File: src/rtl/game_session_ctrl_pkg.sv
// Shared definitions for the game session controller: field widths and FSM state encoding.
package game_session_ctrl_pkg;

  localparam int ROUND_W = 4;
  localparam int SCORE_W = 8;
  localparam int PID_W   = 3;

  typedef enum logic [2:0] {
    IDLE,
    READY,
    PLAY,
    RESULT,
    LOGOUT
  } state_t;

endpackage

File: src/rtl/game_session_ctrl_session_timer.sv
// Inactivity timer: counts enabled cycles and flags the last allowed idle cycle.
module game_session_ctrl_session_timer #(
  parameter int TIMEOUT_CYCLES = 1024
) (
  input  logic clk,
  input  logic rst,
  input  logic clear,
  input  logic enable,
  output logic terminal
);

  localparam int CNT_W = $clog2(TIMEOUT_CYCLES);
  localparam logic [CNT_W-1:0] LAST = CNT_W'(TIMEOUT_CYCLES - 1);

  logic [CNT_W-1:0] count;

  always_ff @(posedge clk or negedge rst) begin
    if (!rst) begin
      count <= '0;
    end else if (clear) begin
      count <= '0;
    end else if (enable) begin
      count <= count + 1'b1;
    end
  end

  assign terminal = enable && (count == LAST);

endmodule

File: src/rtl/game_session_ctrl.sv
// Game session controller: latches the logged-in player, sequences rounds, keeps the
// win score and hands logout requests back to Authentication.
module game_session_ctrl
  import game_session_ctrl_pkg::*;
#(
  parameter int TIMEOUT_CYCLES = 1024,
  parameter int MAX_ROUNDS     = 8,
  parameter int GUEST_ROUNDS   = 3
) (
  input  logic               clk,
  input  logic               rst,
  input  logic               LoggedIn,
  input  logic [PID_W-1:0]   PlayerID_from_pswd,
  input  logic               isGuest_from_PSWD,
  input  logic               StartBtn,
  input  logic               LogoutBtn,
  input  logic               RoundDone,
  input  logic               RoundWin,
  output logic               logout_from_gamectrl,
  output logic               GameStart,
  output logic               Playing,
  output logic [PID_W-1:0]   ActivePlayerID,
  output logic [SCORE_W-1:0] Score,
  output logic [ROUND_W-1:0] RoundCount
);

  state_t             state;
  logic               isGuest;
  logic               timerClear;
  logic               timerEnable;
  logic               timeout;
  logic [ROUND_W-1:0] roundLimit;

  // Timer only runs in READY; any other state (or a round start) restarts it from zero.
  assign timerEnable = (state == READY);
  assign timerClear  = (state != READY) || StartBtn;
  assign roundLimit  = isGuest ? ROUND_W'(GUEST_ROUNDS) : ROUND_W'(MAX_ROUNDS);

  game_session_ctrl_session_timer #(
    .TIMEOUT_CYCLES(TIMEOUT_CYCLES)
  ) sessionTimer (
    .clk     (clk),
    .rst     (rst),
    .clear   (timerClear),
    .enable  (timerEnable),
    .terminal(timeout)
  );

  always_ff @(posedge clk or negedge rst) begin
    if (!rst) begin
      state                <= IDLE;
      isGuest              <= 1'b0;
      ActivePlayerID       <= '0;
      Score                <= '0;
      RoundCount           <= '0;
      GameStart            <= 1'b0;
      Playing              <= 1'b0;
      logout_from_gamectrl <= 1'b0;
    end else begin
      GameStart            <= 1'b0;
      logout_from_gamectrl <= 1'b0;
      Playing              <= 1'b0;
      case (state)
        IDLE: begin
          if (LoggedIn) begin
            ActivePlayerID <= PlayerID_from_pswd;
            isGuest        <= isGuest_from_PSWD;
            Score          <= '0;
            RoundCount     <= '0;
            state          <= READY;
          end
        end
        READY: begin
          if (!LoggedIn) begin
            ActivePlayerID <= '0;
            state          <= IDLE;
          end else if (LogoutBtn || timeout) begin
            logout_from_gamectrl <= 1'b1;
            state                <= LOGOUT;
          end else if (StartBtn) begin
            GameStart  <= 1'b1;
            Playing    <= 1'b1;
            RoundCount <= RoundCount + 1'b1;
            state      <= PLAY;
          end
        end
        PLAY: begin
          Playing <= 1'b1;
          if (!LoggedIn) begin
            Playing        <= 1'b0;
            ActivePlayerID <= '0;
            state          <= IDLE;
          end else if (LogoutBtn) begin
            // An abort discards any result arriving in the same cycle.
            Playing              <= 1'b0;
            logout_from_gamectrl <= 1'b1;
            state                <= LOGOUT;
          end else if (RoundDone) begin
            Playing <= 1'b0;
            if (RoundWin && (Score != {SCORE_W{1'b1}})) begin
              Score <= Score + 1'b1;
            end
            state <= RESULT;
          end
        end
        RESULT: begin
          if (!LoggedIn) begin
            ActivePlayerID <= '0;
            state          <= IDLE;
          end else if (RoundCount >= roundLimit) begin
            logout_from_gamectrl <= 1'b1;
            state                <= LOGOUT;
          end else begin
            state <= READY;
          end
        end
        LOGOUT: begin
          if (!LoggedIn) begin
            ActivePlayerID <= '0;
            state          <= IDLE;
          end
        end
        default: state <= IDLE;
      endcase
    end
  end

endmodule

File: config.mk
export PLATFORM = sky130hd
export DESIGN_NAME = game_session_ctrl
export DESIGN_NICKNAME = d
export VERILOG_FILES = /design/src/rtl/game_session_ctrl_pkg.sv /design/src/rtl/game_session_ctrl_session_timer.sv /design/src/rtl/game_session_ctrl.sv
export SDC_FILE = /design/constraint.sdc
export NUM_CORES = 1
export LEC_CHECK = 0
export CORE_MARGIN = 2
export CORE_UTILIZATION = 45
export CTS_CLUSTER_DIAMETER = 150
export DETAILED_ROUTE_END_ITERATION = 8
export GPL_ROUTABILITY_DRIVEN = 0
export PLACE_DENSITY = 0.7
export SYNTH_ARGS = -nofsm -noshare
export SYNTH_HDL_FRONTEND = slang
export SYNTH_SLANG_ARGS = --single-unit
File: constraint.sdc
create_clock -name clk -period 2 [get_ports clk]
set_input_delay 0.5 -clock clk [delete_from_list [all_inputs] [get_ports clk]]
set_output_delay 0.5 -clock clk [all_outputs]
set_load 0.1 [all_outputs]
Word level (Yosys, flattened, before mapping)
Cells that the tools add are included.

word-level totals
  flip-flop bits (word level) = 32
  latch bits = 0
  bits in writable memories = 0
  ROM bits = 0
  input port bits = 11
  output and inout bits = 18
  logic and storage cells = 89
  memories = 0

operators by class
  add/subtract/negate cells = 3
  multiply operators = 0
  div/mod/pow operators = 0
  order comparisons = 1
  eq/ne operators = 19
  shifts and indexed selects = 0
  muxes and demuxes = 42
  bitwise operators = 0
  reductions and logical operators = 15

operators by type and width
  cell                   count
  $mux 8                 5
  $mux 3                 11
  $mux 10                2
  $mux 4                 5
  $ne 2x2->1 const B     10
  $pmux 8 s2             1
  $pmux 3 s5             1
  $mux 1                 13
  $add 10x1->10 const B  1
  $eq 10x10->1 const B   1
  $add 8x1->8 const B    1
  $ne 4x4->1 const B     2
  $ne 8x8->1 const B     1
  $pmux 4 s2             1
  $reduce_bool 2->1      4
  $eq 3x2->1 const B     2
  $pmux 3 s2             1
  $reduce_and 6->1       1
  $reduce_and 5->1       1
  $add 4x1->4 const B    1
  $ge 4x4->1             1
  $reduce_and 4->1       1
  $reduce_or 4->1        1
  $eq 3x1->1 const B     1
  other kinds (9)        11

Depth between registers and ports, before layout
Gate-level depths: netlist of the first run.

  depth after elaboration = 7
  depth in mapped cells = 7
  mapped depth without buffers = 7

Hierarchy
Synthesis of the first run repeated with hierarchy kept, for this count alone.

unflattened totals
  cell total of the unflattened synthesis = 175
  area total of the unflattened synthesis = 1747.9 um2

modules (own cells, without submodules)
  module                           instances  cells each  area each (um2)  sequential area each (um2)
  game_session_ctrl                1          126         1243.7           550.5
  game_session_ctrl_session_timer  1          49          504.2            250.2

Worst setup path after synthesis of the first run
OpenSTA, ideal clock, no wires.

  path kind = register to register
  from = register RoundCount[0]
  to = register state[0]
  setup time = 0.083 ns
  arrival = 2.296 ns
  required time = 1.917 ns
  path slack = -0.379 ns
  cell stages (with the launch flop) = 8
  buffers on the path = 0
  period minus slack after synthesis = 2.379 ns
  cell sequence = dfrtp_1 inv_1 ha_1 nand2b_1 a211o_1 a2111oi_0 nor2_1 o21ai_0

on the way
  word-level cells in the longest chain between the ends = 4

RTL lines
  what                      line                      RTL
  start: declaration        game_session_ctrl.sv:24   output logic [ROUND_W-1:0] RoundCount
  start signal: assignment  game_session_ctrl.sv:83   RoundCount <= RoundCount + 1'b1;
  $ge 4x4->1                game_session_ctrl.sv:110  end else if (RoundCount >= roundLimit) begin
  $mux 3                    game_session_ctrl.sv:110
  $mux 3                    game_session_ctrl.sv:107  if (!LoggedIn) begin
  $pmux 3 s5                game_session_ctrl.sv:63   case (state)
  end signal: assignment    game_session_ctrl.sv:109  state <= IDLE;
  end signal: assignment    game_session_ctrl.sv:112  state <= LOGOUT;
  end signal: assignment    game_session_ctrl.sv:114  state <= READY;
  end: declaration          game_session_ctrl.sv:27   state_t state;

Every way passes these cells.
A chain may end at the register's enable or synchronous reset.

Worst setup path in the final report of the first run
  from = register Score[0]
  to = register Score[4]

on the way
  word-level cells in the longest chain between the ends = 6
  elaborated cells on any way between the ends = 10
  classes of those cells = 1 x add/sub; 2 x eq/ne; 5 x mux; 2 x reduce/logical

RTL lines
  what                      line                      RTL
  start: declaration        game_session_ctrl.sv:23   output logic [SCORE_W-1:0] Score,
  start signal: assignment  game_session_ctrl.sv:101  Score <= Score + 1'b1;
  $add 8x1->8               game_session_ctrl.sv:101
  $mux 8                    game_session_ctrl.sv:100  if (RoundWin && (Score != {SCORE_W{1'b1}})) begin
  $mux 8                    game_session_ctrl.sv:98   end else if (RoundDone) begin
  $mux 8                    game_session_ctrl.sv:93   end else if (LogoutBtn) begin
  $mux 8                    game_session_ctrl.sv:89   if (!LoggedIn) begin
  $pmux 8 s2                game_session_ctrl.sv:63

Parallel ways exist; a longest one is shown, timed or not. The select of a mux whose other input is x is not followed.

==> results.json, run 1 <==
{
  "skew_ns": 0.0105,
  "ys_ff_latch": 32,
  "synth_edf_count": 0,
  "max_cap_viol_count": 0,
  "grt_use_met1_pct": 25.1,
  "cp_max_fo": 7,
  "synth_seq_area_share_pct": 47.2,
  "place.port_buffers": 28,
  "grt_usage_pct": 21.1,
  "cts-root-buf": "clkbuf_8",
  "num_rows": 22,
  "required_ns": 2.17,
  "crit_path_top_delay_cell": "dfrtp_4",
  "io_pins": 29,
  "clock_path_buffers": 2,
  "cts.sink_count": 32,
  "drive_gt1_share_pct": 25.1,
  "final_core_util_pct": 64.9,
  "drcViolationCount": 0,
  "timing.final.ws_setup_ns": 0.105,
  "final_nets": 231,
  "antenna_found_initial": 0,
  "synth_cells": 172,
  "grt_overflow": 0,
  "dpl.hpwl_um": 2910,
  "rsz0062_at_grt": "false",
  "busiest_layer": "met2",
  "fp.dieArea_sq_mm": 0.00428,
  "status": "finished clean",
  "use_met3_pct": 5.48,
  "synth_nets": 189,
  "dr.pass1.iters": 4,
  "fin_cells": 263,
  "placed_cells": 255,
  "finalSetupViolCount": 0,
  "detail-route-antenna-nets": 0,
  "syn_area_sq_mm": 0.00170,
  "worstSetupPathType": "reg2reg",
  "slowest_delay_ns": 0.45,
  "cts_tree": "built",
  "ir_worst_vdd_mv": 0.601,
  "tns_ns": 0,
  "grt_use_met2_pct": 36.5,
  "synth_area_per_cell_sq_um": 9.87,
  "vias": 1476,
  "start_kind": "flop",
  "tightest_slew_ns": 0.453,
  "routed_wl_um": 3890,
  "die_width_um": 65.4,
  "wl_per_cell_um": 14.8,
  "p_leak_nw": 1.02,
  "asyncSetResetFlopFracSynth_pct": 100,
  "clock.fmax_ghz": 0.528,
  "p_total_w": 0.00175,
  "yosys_most_used_dff": "dfrtp_1",
  "finalCriticalPeriod_ns": 1.90,
  "grt_max_degree": 33,
  "drv_slew": 0,
  "core-area_sq_mm": 0.00363,
  "reg2reg_depth": 7,
  "ctsHoldBuffers": 0,
  "die_h_um": 65.4,
  "first_iter_violations": 139,
  "synth_cell_type_count": 44,
  "hold_depth": 1,
  "clk_latency_ns": 0.29,
  "grt_pass1_vias": 1518,
  "relSlewSlack_pct": 69.8,
  "clk_pin_slew_worst_paths_ns": 0.07,
  "n_fill_cell": 304,
  "hp-class": "reg2reg",
  "seqCellArea_sq_um": 818,
  "min_period_over_period_pct": 94.8,
  "syn_to_final_growth_pct": 39.0,
  "multiInputGateArea_sq_um": 837,
  "hold_viol": 0,
  "via_per_inst": 5.61,
  "endpoint_kind": "flop",
  "p_per_area_mw_per_mm2": 741,
  "cts_buffers": 5,
  "worstPathArrival_ns": 2.06,
  "post-place-ws_ns": -0.119,
  "initial_core_util_pct": 46.7,
  "path_cells": "ha_1, nand3_1, nor3_2, nor4_4, buf_4, a41oi_1, a31oi_1",
  "grt_pass1_wl_um": 6860,
  "antenna_cells": 0,
  "htreeDepth": 2,
  "ys_warn_count": 0
}
-- final cells by class --
type                    instances  share of cell area (%)
multi-input cells             125                    35.5
flip-flops and latches         32                    34.7
inverters                       9                    1.43
well taps                      48                    2.55
repair buffers                 41                    22.1
clock buffers                   8                    3.82
-- cell families after synthesis --
kind of cell	Yosys count	share of synthesized area (%)
compound gates	38	15.7
xor+xnor	8	4.13
fa+ha+maj	6	4.42
buf+inv	15	3.91
flops	32	47.2
mux	1	0.590
simple gates	72	24.1
-- flip-flops by register name, indices dropped and copies added, names as in the netlist --
register	flops
ActivePlayerID	3
state	3
logout_from_gamectrl	1
Playing	1
RoundCount	4
isGuest	1
Score	8
sessionTimer.count	10
GameStart	1
-- per-layer routing --
layer  share of wire (%)  vias to the layer above
met3                 4.8                        6
met5                   0                        -
met4                 1.7                        0
li1                    -                      701
met1                  41                      735
met2                  52                       34
-- what timing repair did --
action,4_1_cts,5_1_grt
gates resized for setup,0,2
setup buffers,0,0
endpoints found under the setup margin,0,1
-- synth_stat cells (4+ instances only) --
cell / n / area, sq um
xor2_1: 6 / 52.6
nor2_1: 17 / 63.8
o21ai_0: 7 / 35.0
or3_1: 6 / 37.5
inv_1: 9 / 33.8
nand2_1: 15 / 56.3
a31oi_1: 6 / 37.5
ha_1: 6 / 75.1
a21oi_1: 8 / 40.0
dfrtp_1: 32 / 801
nand2b_1: 4 / 25.0
nand3_1: 9 / 45.0
and3_1: 4 / 25.0
-- worst max-delay path: cells and delay by family, from the launching register on --
kind / cells / cell delay (ns)
AOI/OAI and AO/OA: 2 / 0.27
and+or+nand+nor: 3 / 0.66
adders and majority gates: 1 / 0.23
buffers and inverters: 1 / 0.17
DFF: 1 / 0.45
-- layout by cell type (no fill, tap or decap), types with 5 or more instances in the layout --
master            n
dfrtp_2           5
nand2_1          15
dfrtp_1          24
o21ai_0           7
or3_1             6
nand3_1           9
clkbuf_8          6
buf_4            16
inv_1             9
xor2_1            6
buf_12           15
clkdlybuf4s50_1  10
a31oi_1           6
a21oi_1           8
nor2_1           17
ha_1              6
-- power breakdown --
group | switching, W | total (W) | internal [W]
Combinational | 0.000311 | 0.000509 | 0.000198
Clock | 0.000236 | 0.000516 | 0.000280
Sequential | 0.0000379 | 0.000723 | 0.000685
-- stage by stage --
stage / cell area (sq um) / hold slack (ns)
floorplan: 1720 / 0.204
global placement: 2260 / 0.470
detailed placement: 2260 / 0.476
CTS: 2350 / 0.487
global route: 2360 / 0.525
finish: 2360 / 0.484
-- final timing paths --
path,end,slack (ns),from
worst max-delay path,Score[4],0.10,Score[0]
worst min-delay path,sessionTimer.count[0],0.48,sessionTimer.count[0]
worst max register to register,Score[4],0.10,Score[0]
worst min register to register,sessionTimer.count[0],0.48,sessionTimer.count[0]
min in group asynchronous,RoundCount[0],0.61,rst
max in group asynchronous,Score[0],1.05,rst
Note: power is estimated with default switching activity, not from simulation.
==> run 2, diff against run 1 <==
- CORE_UTILIZATION: 45 -> 52
- PLACE_DENSITY: 0.7 -> 0.79
==> results.json, run 2 (synthesis gave the netlist of run 1 again) <==
{
  "status": "finished clean",
  "cts-root-buf": "clkbuf_4",
  "endpoint_kind": "flop",
  "first_iter_violations": 59,
  "clk_pin_slew_worst_paths_ns": 0.10,
  "largest-register": "sessionTimer.count",
  "drcViolationCount": 0,
  "dpl.hpwl_um": 2940,
  "rsz0062_at_grt": "false",
  "mostFrequentLayoutCells": "dfrtp_1 (24), nor2_1 (17), nand2_1 (15), buf_4 (15), buf_12 (15)",
  "syn_to_final_growth_pct": 36.4,
  "via_per_inst": 5.69,
  "die_h_um": 61.1,
  "grt_pass1_vias": 1486,
  "fp.dieArea_sq_mm": 0.00374,
  "max_cap_viol_count": 0,
  "grt_overflow": 0,
  "worstPathArrival_ns": 2.09,
  "antenna_cells": 0,
  "p_per_area_mw_per_mm2": 699,
  "final_common_cell": "dfrtp_1",
  "grt_usage_pct": 24.7,
  "die_width_um": 61.1,
  "htreeDepth": 2,
  "post-place-ws_ns": -0.127,
  "antenna_found_initial": 0,
  "place.port_buffers": 28,
  "tightest_slew_ns": 0.423,
  "dr.pass1.iters": 4,
  "finalCriticalPeriod_ns": 1.86,
  "vias": 1467,
  "clk_latency_ns": 0.34,
  "reg.largest.list": "sessionTimer.count x10, Score x8, RoundCount x4",
  "cts_tree": "built",
  "wl_per_cell_um": 15.2,
  "clock_path_buffers": 2,
  "initial_core_util_pct": 55.2,
  "ir_worst_vdd_mv": 0.616,
  "routed_wl_um": 3930,
  "clock.fmax_ghz": 0.538,
  "core-area_sq_mm": 0.00308,
  "grt_pass1_wl_um": 6690,
  "required_ns": 2.23,
  "p_leak_nw": 0.999,
  "cp_max_fo": 6,
  "drive_gt1_share_pct": 24.8,
  "cts_buffers": 5,
  "hp-class": "reg2reg",
  "detail-route-antenna-nets": 0,
  "timing.final.ws_setup_ns": 0.141,
  "drv_slew": 0,
  "final_core_util_pct": 75.2,
  "min_period_over_period_pct": 92.9,
  "finalSetupViolCount": 0,
  "skew_ns": 0.0146,
  "worstSetupPathType": "reg2reg",
  "hold_viol": 0,
  "cts.sink_count": 32,
  "p_total_w": 0.00162,
  "grt_max_degree": 33,
  "relSlewSlack_pct": 71.4,
  "largest_register_ffs": 10,
  "final_nets": 230,
  "start_kind": "flop",
  "num_rows": 20,
  "io_pins": 29
}
==> run 2: cell count changes in the layout (fill, tap and decap cells not counted) <==
cell,previous run,this run
clkbuf_4,0,5
buf_4,16,15
clkbuf_8,6,1
==> run 2: critical path, stage by stage, from the launching register on <==
cell     delay, ns
dfrtp_4       0.46
ha_1          0.22
nand3_1       0.17
nor3_2        0.39
nor4_4        0.09
buf_4         0.17
a41oi_1       0.20
a31oi_1       0.06
==> run 2: metal layers <==
metal	vias up	track usage (%)	part of all wire [%]
li1	702	-	-
met1	730	30.3	43
met2	28	40.9	52
met3	7	4.83	3.1
met4	0	13.7	1.7
met5	-	0	0
==> run 2: final timing paths <==
path / startpoint / endpoint / slack (ns) / depth (start not counted)
max: Score[0] / Score[4] / 0.14 / 7
min: sessionTimer.count[0] / sessionTimer.count[0] / 0.50 / 1
max reg2reg: Score[0] / Score[4] / 0.14 / 7
min reg2reg: sessionTimer.count[0] / sessionTimer.count[0] / 0.50 / 1
max in group asynchronous: rst / Score[1] / 1.10 / 2
min in group asynchronous: rst / logout_from_gamectrl / 0.57 / 2
==> run 2: power breakdown <==
part / total (W) / internal, W / leakage (nW) / switching (W)
clock: 0.000390 / 0.000173 / 0.0326 / 0.000217
combinational: 0.000505 / 0.000196 / 0.542 / 0.000309
sequential: 0.000723 / 0.000684 / 0.425 / 0.0000388
==> run 2: per-stage QoR <==
stage | area (sq um) | hold WS, ns | setup TNS [ns] | std cells
floorplan | 1720 | 0.204 | 0 | 172
global placement | 2240 | 0.467 | -0.0824 | 249
detailed placement | 2240 | 0.493 | -0.662 | 249
CTS | 2300 | 0.506 | 0 | 257
global route | 2320 | 0.522 | 0 | 258
finish | 2320 | 0.501 | 0 | 258
==> run 2: timing repair <==
| item | CTS | global route |
|---|---|---|
| endpoints found under the setup margin | 0 | 3 |
| resized for setup | 0 | 2 |
| setup buffers | 0 | 1 |
| hold buffers | 0 | 0 |
==> run 2: cell type report <==
class | count | area [sq um]
clock buffer | 8 | 58.8
fill | 224 | 762
inverter | 9 | 33.8
sequential | 32 | 818
multi-input combinational | 125 | 837
tap | 44 | 55.1
timing repair buffer | 40 | 513
